File: src/rtl/calc_key_sequencer.sv
// Key-entry sequencer for the 4-bit calculator core: assembles A, operator and B,
// then presents them stable and strobes get_res once per accepted equals.
module calc_key_sequencer #(
    parameter int unsigned PULSE_CYCLES = 2
) (
    input  logic       clk,
    input  logic       rst_n,
    input  logic       key_valid,
    input  logic [4:0] key_code,
    output logic [3:0] input_a,
    output logic [3:0] input_b,
    output logic [2:0] func,
    output logic       get_res,
    output logic       busy,
    output logic       err_div0,
    output logic       key_drop
);

    typedef enum logic [2:0] {
        S_A,
        S_BW,
        S_B,
        S_SETUP,
        S_PULSE,
        S_DONE
    } state_t;

    localparam logic [7:0] PULSE_LOAD = 8'(PULSE_CYCLES);

    state_t     state, state_next;
    logic [7:0] cnt, cnt_next;
    logic [3:0] a_next, b_next;
    logic [2:0] func_next;
    logic       err_next, drop_next;
    logic       is_digit, is_op, is_eq, is_clr, is_known, in_eval;

    assign is_digit = ~key_code[4];
    assign is_op    = key_code[4] && (key_code[3:0] <= 4'h5);
    assign is_eq    = (key_code == 5'h1E);
    assign is_clr   = (key_code == 5'h1F);
    assign is_known = is_digit | is_op | is_eq | is_clr;
    assign in_eval  = (state == S_SETUP) || (state == S_PULSE);

    always_comb begin
        state_next = state;
        cnt_next   = cnt;
        a_next     = input_a;
        b_next     = input_b;
        func_next  = func;
        err_next   = err_div0;
        drop_next  = 1'b0;

        case (state)
            S_A: begin
                if (key_valid && is_digit) begin
                    a_next   = key_code[3:0];
                    err_next = 1'b0;
                end else if (key_valid && is_op) begin
                    func_next  = key_code[2:0];
                    err_next   = 1'b0;
                    state_next = S_BW;
                end
            end
            S_BW: begin
                if (key_valid && is_digit) begin
                    b_next     = key_code[3:0];
                    err_next   = 1'b0;
                    state_next = S_B;
                end else if (key_valid && is_op) begin
                    func_next = key_code[2:0];
                    err_next  = 1'b0;
                end
            end
            S_B: begin
                if (key_valid && is_digit) begin
                    b_next   = key_code[3:0];
                    err_next = 1'b0;
                end else if (key_valid && is_op) begin
                    func_next = key_code[2:0];
                    err_next  = 1'b0;
                end else if (key_valid && is_eq) begin
                    // Division by zero never reaches the core; the operands stay editable.
                    if (func == 3'b011 && input_b == 4'h0) begin
                        err_next = 1'b1;
                    end else begin
                        state_next = S_SETUP;
                    end
                end
            end
            S_SETUP: begin
                drop_next  = key_valid && is_known;
                cnt_next   = PULSE_LOAD;
                state_next = S_PULSE;
            end
            S_PULSE: begin
                drop_next = key_valid && is_known;
                if (cnt <= 8'd1) begin
                    state_next = S_DONE;
                end else begin
                    cnt_next = cnt - 8'd1;
                end
            end
            S_DONE: begin
                if (key_valid && is_digit) begin
                    a_next     = key_code[3:0];
                    b_next     = 4'h0;
                    err_next   = 1'b0;
                    state_next = S_A;
                end else if (key_valid && is_eq) begin
                    state_next = S_SETUP;
                end
            end
            default: state_next = S_A;
        endcase

        if (key_valid && is_clr && !in_eval) begin
            a_next     = 4'h0;
            b_next     = 4'h0;
            func_next  = 3'b000;
            err_next   = 1'b0;
            state_next = S_A;
        end
    end

    // Status outputs are registered from the next state so they line up with it.
    always_ff @(posedge clk or negedge rst_n) begin
        if (!rst_n) begin
            state    <= S_A;
            cnt      <= 8'd0;
            input_a  <= 4'h0;
            input_b  <= 4'h0;
            func     <= 3'b000;
            err_div0 <= 1'b0;
            key_drop <= 1'b0;
            get_res  <= 1'b0;
            busy     <= 1'b0;
        end else begin
            state    <= state_next;
            cnt      <= cnt_next;
            input_a  <= a_next;
            input_b  <= b_next;
            func     <= func_next;
            err_div0 <= err_next;
            key_drop <= drop_next;
            get_res  <= (state_next == S_PULSE);
            busy     <= (state_next == S_SETUP) || (state_next == S_PULSE);
        end
    end

endmodule
File: config.mk
export PLATFORM = sky130hd
export DESIGN_NAME = calc_key_sequencer
export DESIGN_NICKNAME = d
export VERILOG_FILES = /design/src/rtl/calc_key_sequencer.sv
export SDC_FILE = /design/constraint.sdc
export NUM_CORES = 1
export LEC_CHECK = 0
export CORE_MARGIN = 4
export CORE_UTILIZATION = 47
export CTS_CLUSTER_DIAMETER = 50
export DETAILED_ROUTE_END_ITERATION = 16
export GPL_TIMING_DRIVEN = 1
export PLACE_DENSITY = 0.74
export SYNTH_ARGS = -nofsm -noshare
export SYNTH_HDL_FRONTEND = slang
export SYNTH_SLANG_ARGS = --single-unit
File: constraint.sdc
create_clock -name clk -period 2.25 [get_ports clk]
set_input_delay 0.45 -clock clk [delete_from_list [all_inputs] [get_ports clk]]
set_output_delay 0.45 -clock clk [all_outputs]
set_load 0.05 [all_outputs]
==> metrics.txt, run 1 <==
Async SR Flop Fraction=1.00; Die H=63.5 um; maximum VDD drop=1.16 mV; share of cells above drive strength 1=0.204; CTS H-tree lvls=1; Synthesized Nets=161; Critical-path top delay cell=or4_4; # setup viols final=0; number of synthesized register bits=26; register area share after synthesis=0.450; CTS Buf Count=3; PwrDens=1340 nW/um^2; grt ovf=0; starting density of the core=0.507; Final Power=2510 uW; Synth Warn #=0; GPL Wtd Cong=0.892; crit path buf inv count=0; Crit Path Class=reg -> reg; initial antenna violation count=0; synthesized area=1450 um^2; met2 Track Usage GR=0.329; gr usage total=0.191; worst skew pair latency=310 ps; M1 GR Usage=0.220; TritonCTS clock tree=yes; Worst R2R Path Depth=5; via count=1296; status=finished, final reports clean; placed cell count=216; Area Overhead vs Synth=29.4%; Crit. End Element=flip-flop; global routing usage on met3=0.0462; Non-Filler Instances=222; RSZ-0062 raised after global routing=true; Final Hold Fails=0; Max Fclk=459 MHz; Setup WS pre-CTS=-277 ps; # hold bufs at CTS=0; IO buf count=22; slew at the pin closest to its max-slew limit=517 ps; Final min period=2180 ps; WL final=3430 um; vias per cell=5.84; Max clock buf depth=2; Rows=19; CP cell instances=or4_4 -> nor4bb_1 -> or3_4 -> a31o_2 -> mux2_1; Fill cells=231; critical path peak fanout=7; fin crit share=0.968; clk_skew=2.25 ps; average size of a mapped cell=9.57 um^2; crit-path leading delay family=simple AND/OR/NAND/NOR gates; CP arrival=2380 ps; CTS sink cnt=26; largest net degree at the start of global routing=27; Die ar.=4030 um^2; Max Slew Vio Count=0; Final Net Count=202; global-route wire length before repair=6150 um; Synth Flop Type=dfrtp_1; max incr delay on CP=560 ps; Residual DRC=0; vias in the first global route=1399; crit start category=flip-flop; global route hottest layer=met2; WP depth=5; Cells after Synth=151; drt pass-1 iters=4; DP Wirelength=2670 um; WP data required=2450 ps; Leakage=0.000873 uW; setup ws final=73.1 ps; Synth cell types=42; core area=2850 um^2; Worst-path clk slew=130 ps; Placed Area=1800 um^2; num ports=23; worst min path class=in -> async; initial drt markers=70; Max Cap Viol=0; Root Buffer=clkbuf_4; Finished Cell Area=1870 um^2; post-detailed-route count of antenna-violating nets=0; n_diodes=0; number of synthesized flops with an enable pin=0; routed len/inst=15.4 um; Die X-Extent=63.5 um; slew margin rel.=0.654
cell usage in the layout, fill, tap and decap left out, types with 2 or more instances in the layout:
master,n
nand3b_1,2
nand2_1,8
mux2i_1,7
nor3b_1,2
dfrtp_1,26
or4_1,6
o31ai_1,4
nand2b_1,2
nand4b_1,2
or3_1,2
clkdlybuf4s50_1,22
a31o_2,2
clkbuf_4,3
nand3_1,2
and2b_1,2
a31oi_1,2
nor3_1,3
and3b_1,3
a21oi_1,13
nor2_1,20
buf_4,21
or4_4,3
inv_1,7
o21ai_0,4
layout make-up:
class                      count  area (um^2)  area share
multi-input combinational    110          737       0.394
sequential                    26          651       0.348
timing repair buffer          43          378       0.202
tap                           31         38.8      0.0207
clock buffer                   4         36.3      0.0194
inverter                       8         30.0      0.0161
stage by stage:
stage	hold WS [ps]	TNS [ps]	utilization
floorplan	154	0	-
global placement	512	-1080	0.631
detailed placement	534	-1560	0.631
CTS	479	0	0.650
global route	480	-7.74	0.656
finish	484	0	0.656
cells by family (layout without fill, tap and decap cells):
kind of cell / Yosys count / count (layout) / share of synthesized area
muxes: 9 / 9 / 0.0641
DFF: 26 / 26 / 0.450
AOI/OAI and AO/OA: 35 / 35 / 0.158
and+or+nand+nor: 64 / 64 / 0.258
buffers and inverters: 15 / 55 / 0.0528
adders and majority gates: 2 / 2 / 0.0173
worst paths after layout:
check / from / to / slack, ps
worst max-delay path: cnt[3] / busy / 70
min in group clk: input_a[1] / input_a[1] / 560
max in group asynchronous: rst_n / get_res / 1530
worst min register to register: input_a[1] / input_a[1] / 560
worst max register to register: cnt[3] / busy / 70
worst min-delay path: rst_n / input_a[2] / 480
Yosys cell counts (2+ instances only):
master,instances,area [um^2]
o21ai_0,4,20.0
and3b_1,3,26.3
nand3_1,2,10.0
buf_2,4,20.0
ha_1,2,25.0
nand4b_1,2,17.5
nor2_1,20,75.1
a21oi_1,14,70.1
dfrtp_1,26,651
a31oi_1,2,12.5
inv_1,8,30.0
nand2_1,8,30.0
or3_1,3,18.8
or4_1,8,60.1
mux2i_1,7,70.1
buf_6,2,22.5
and2b_1,2,15.0
nor3_1,3,15.0
o31ai_1,4,30.0
nor3b_1,2,15.0
nand3b_1,2,15.0
nand2b_1,2,12.5
a31o_2,2,17.5
layer usage:
| metal | vias to the layer above | part of all wire |
|---|---|---|
| met5 | - | 0 |
| met4 | 0 | 0.015 |
| met3 | 6 | 0.045 |
| met2 | 41 | 0.51 |
| met1 | 624 | 0.43 |
| li1 | 625 | - |
flip-flops by register name (all words and copies together), names as in the netlist, 3 cells and up:
signal   cells
state        3
cnt          8
func         3
input_b      4
input_a      4
what timing repair did:
item	4_1_cts	5_1_grt
hold endpoints to repair	0	0
buffers inserted	2	0
pin swaps	0	2
resized for setup	1	5
setup endpoints to repair	4	5
worst reg2reg max path, cell delays in order (launching register included):
cell	delay, ps
dfrtp_1	420
or4_4	560
nor4bb_1	390
or3_4	240
a31o_2	130
mux2_1	330
where the power goes:
part | leakage [uW] | switching, uW | internal (uW)
Sequential | 0.000317 | 166 | 665
Clock | 0.0000210 | 128 | 98.8
Combinational | 0.000535 | 845 | 603
(Power assumes the default switching activity.)
==> run 2, diff against run 1 <==
--- a/config.mk
+++ b/config.mk
@@ -5,12 +5,13 @@
 export SDC_FILE = /design/constraint.sdc
 export NUM_CORES = 1
 export LEC_CHECK = 0
-export CORE_MARGIN = 4
+export CORE_MARGIN = 2
 export CORE_UTILIZATION = 47
 export CTS_CLUSTER_DIAMETER = 50
 export DETAILED_ROUTE_END_ITERATION = 16
 export GPL_TIMING_DRIVEN = 1
 export PLACE_DENSITY = 0.74
+export SKIP_LAST_GASP = 1
 export SYNTH_ARGS = -nofsm -noshare
 export SYNTH_HDL_FRONTEND = slang
 export SYNTH_SLANG_ARGS = --single-unit
==> metrics.txt, run 2 (synthesis results as in run 1) <==
# setup viols final=0; Max Fclk=456 MHz; Biggest register=cnt; GPL Wtd Cong=0.896; DP Wirelength=2620 um; Final Hold Fails=0; n_diodes=0; WL final=3480 um; setup ws final=57.6 ps; grt ovf=0; WP data required=2460 ps; Max Slew Vio Count=0; via count=1296; drt pass-1 iters=4; Crit Path Class=reg -> reg; post-detailed-route count of antenna-violating nets=0; Area Overhead vs Synth=32.0%; slew margin rel.=0.652; num ports=23; Leakage=0.000890 uW; clk_skew=9.87 ps; initial antenna violation count=0; status=finished, final reports clean; switching power=1160 uW; Die ar.=3530 um^2; vias per cell=5.71; initial drt markers=48; PwrDens=1320 nW/um^2; IO buf count=22; Setup WS pre-CTS=-232 ps; Worst-path clk slew=140 ps; Fill cells=243; Residual DRC=0; # hold bufs at CTS=0; CTS Buf Count=3; crit start category=flip-flop; biggest regs=cnt: 8 flops, input_a: 4 flops, input_b: 4 flops; starting density of the core=0.485; commonest non-fill, non-tap cell in the layout=dfrtp_1; placed cell count=221; Clock power frac=0.079; most frequent cells in the layout=dfrtp_1 (26), buf_4 (25), clkdlybuf4s50_1 (22); slew at the pin closest to its max-slew limit=518 ps; core area=2980 um^2; global-route wire length before repair=5690 um; Max Cap Viol=0; Rows=20; Pint=1350 uW; gr usage total=0.209; routed len/inst=15.3 um; maximum VDD drop=0.736 mV; Die H=59.5 um; share of cells above drive strength 1=0.237; max reg flops=8; largest net degree at the start of global routing=27; CTS sink cnt=26; critical path peak fanout=6; worst skew pair latency=320 ps; Root Buffer=clkbuf_4; CP arrival=2400 ps; Final min period=2190 ps; Switching Share=0.462; TritonCTS clock tree=yes; Max clock buf depth=2; fin crit share=0.974; worst min path class=in -> async; Reg power frac=0.329; vias in the first global route=1324; Non-Filler Instances=227; CTS H-tree lvls=1; Final Net Count=206; Die X-Extent=59.5 um; Crit. End Element=flip-flop; combinational power share=0.592
==> run 2: power groups by stage <==
| stage | registers, uW | clock network, uW | logic [uW] |
|---|---|---|---|
| 6_report | 830 | 198 | 1490 |
| 5_1_grt | 857 | 221 | 1610 |
| 4_1_cts | 829 | 204 | 1420 |
| 3_5_place_dp | 844 | 0 | 1390 |
| 3_3_place_gp | 831 | 0 | 1350 |
| 2_1_floorplan | 1190 | 0 | 560 |
==> run 2: through the flow <==
step | total power [uW] | TNS [ps] | cell area [um^2] | utilization | hold slack [ps]
after global placement | 2180 | -976 | 1830 | 0.613 | 512
after CTS | 2450 | 0 | 1860 | 0.625 | 493
final | 2520 | 0 | 1910 | 0.641 | 482
after global routing | 2690 | -84.4 | 1910 | 0.641 | 524
after detailed placement | 2230 | -1490 | 1830 | 0.613 | 520
after floorplan | 1750 | 0 | 1450 | - | 154
==> run 2: routing by layer <==
layer  GRT usage  up-vias  share of wire
met5           0        -              0
met4      0.0552        0          0.016
met3      0.0284        8          0.033
met2       0.380       30           0.52
met1       0.257      621           0.43
li1            -      637              -
==> run 2: worst paths after layout <==
kind,to,startpoint,cells after the start,slack [ps]
min,cnt[2],rst_n,2,480
max reg2reg,busy,cnt[2],5,60
min reg2reg,input_a[2],input_a[2],2,540
min in group clk,input_a[2],input_a[2],2,540
max,busy,cnt[2],5,60
max in group asynchronous,busy,rst_n,2,1510
==> run 2: what timing repair did <==
action	CTS	global route
setup buffers	1	2
gates resized for setup	1	9
pin swaps	0	3
setup endpoints to repair	4	4
==> run 2: layout make-up <==
class                           instances  area [um^2]  share of cell area
Tap cell                               33         41.3              0.0216
Clock buffer                            3         22.5              0.0118
Inverter                                8         30.0              0.0157
Timing Repair Buffer                   47          408               0.214
Sequential cell                        26          651               0.341
Multi-Input combinational cell        110          756               0.396
==> run 2: worst max-delay path, stage by stage, from the launching register on <==
cell,delay [ps]
dfrtp_1,440
or4_4,590
nor4bb_2,370
or3_4,230
a31o_2,140
mux2_1,320
==> run 3, diff against run 2 <==
--- a/config.mk
+++ b/config.mk
@@ -5,6 +5,7 @@
 export SDC_FILE = /design/constraint.sdc
 export NUM_CORES = 1
 export LEC_CHECK = 0
+export ABC_CLOCK_PERIOD_IN_PS = 2250
 export CORE_MARGIN = 2
 export CORE_UTILIZATION = 47
 export CTS_CLUSTER_DIAMETER = 50
@@ -12,6 +13,7 @@
 export GPL_TIMING_DRIVEN = 1
 export PLACE_DENSITY = 0.74
 export SKIP_LAST_GASP = 1
+export SLEW_MARGIN = 20
 export SYNTH_ARGS = -nofsm -noshare
 export SYNTH_HDL_FRONTEND = slang
 export SYNTH_SLANG_ARGS = --single-unit
==> results of run 3 <==
Same layout as run 2: the final DEF is identical, and so are final timing and power.
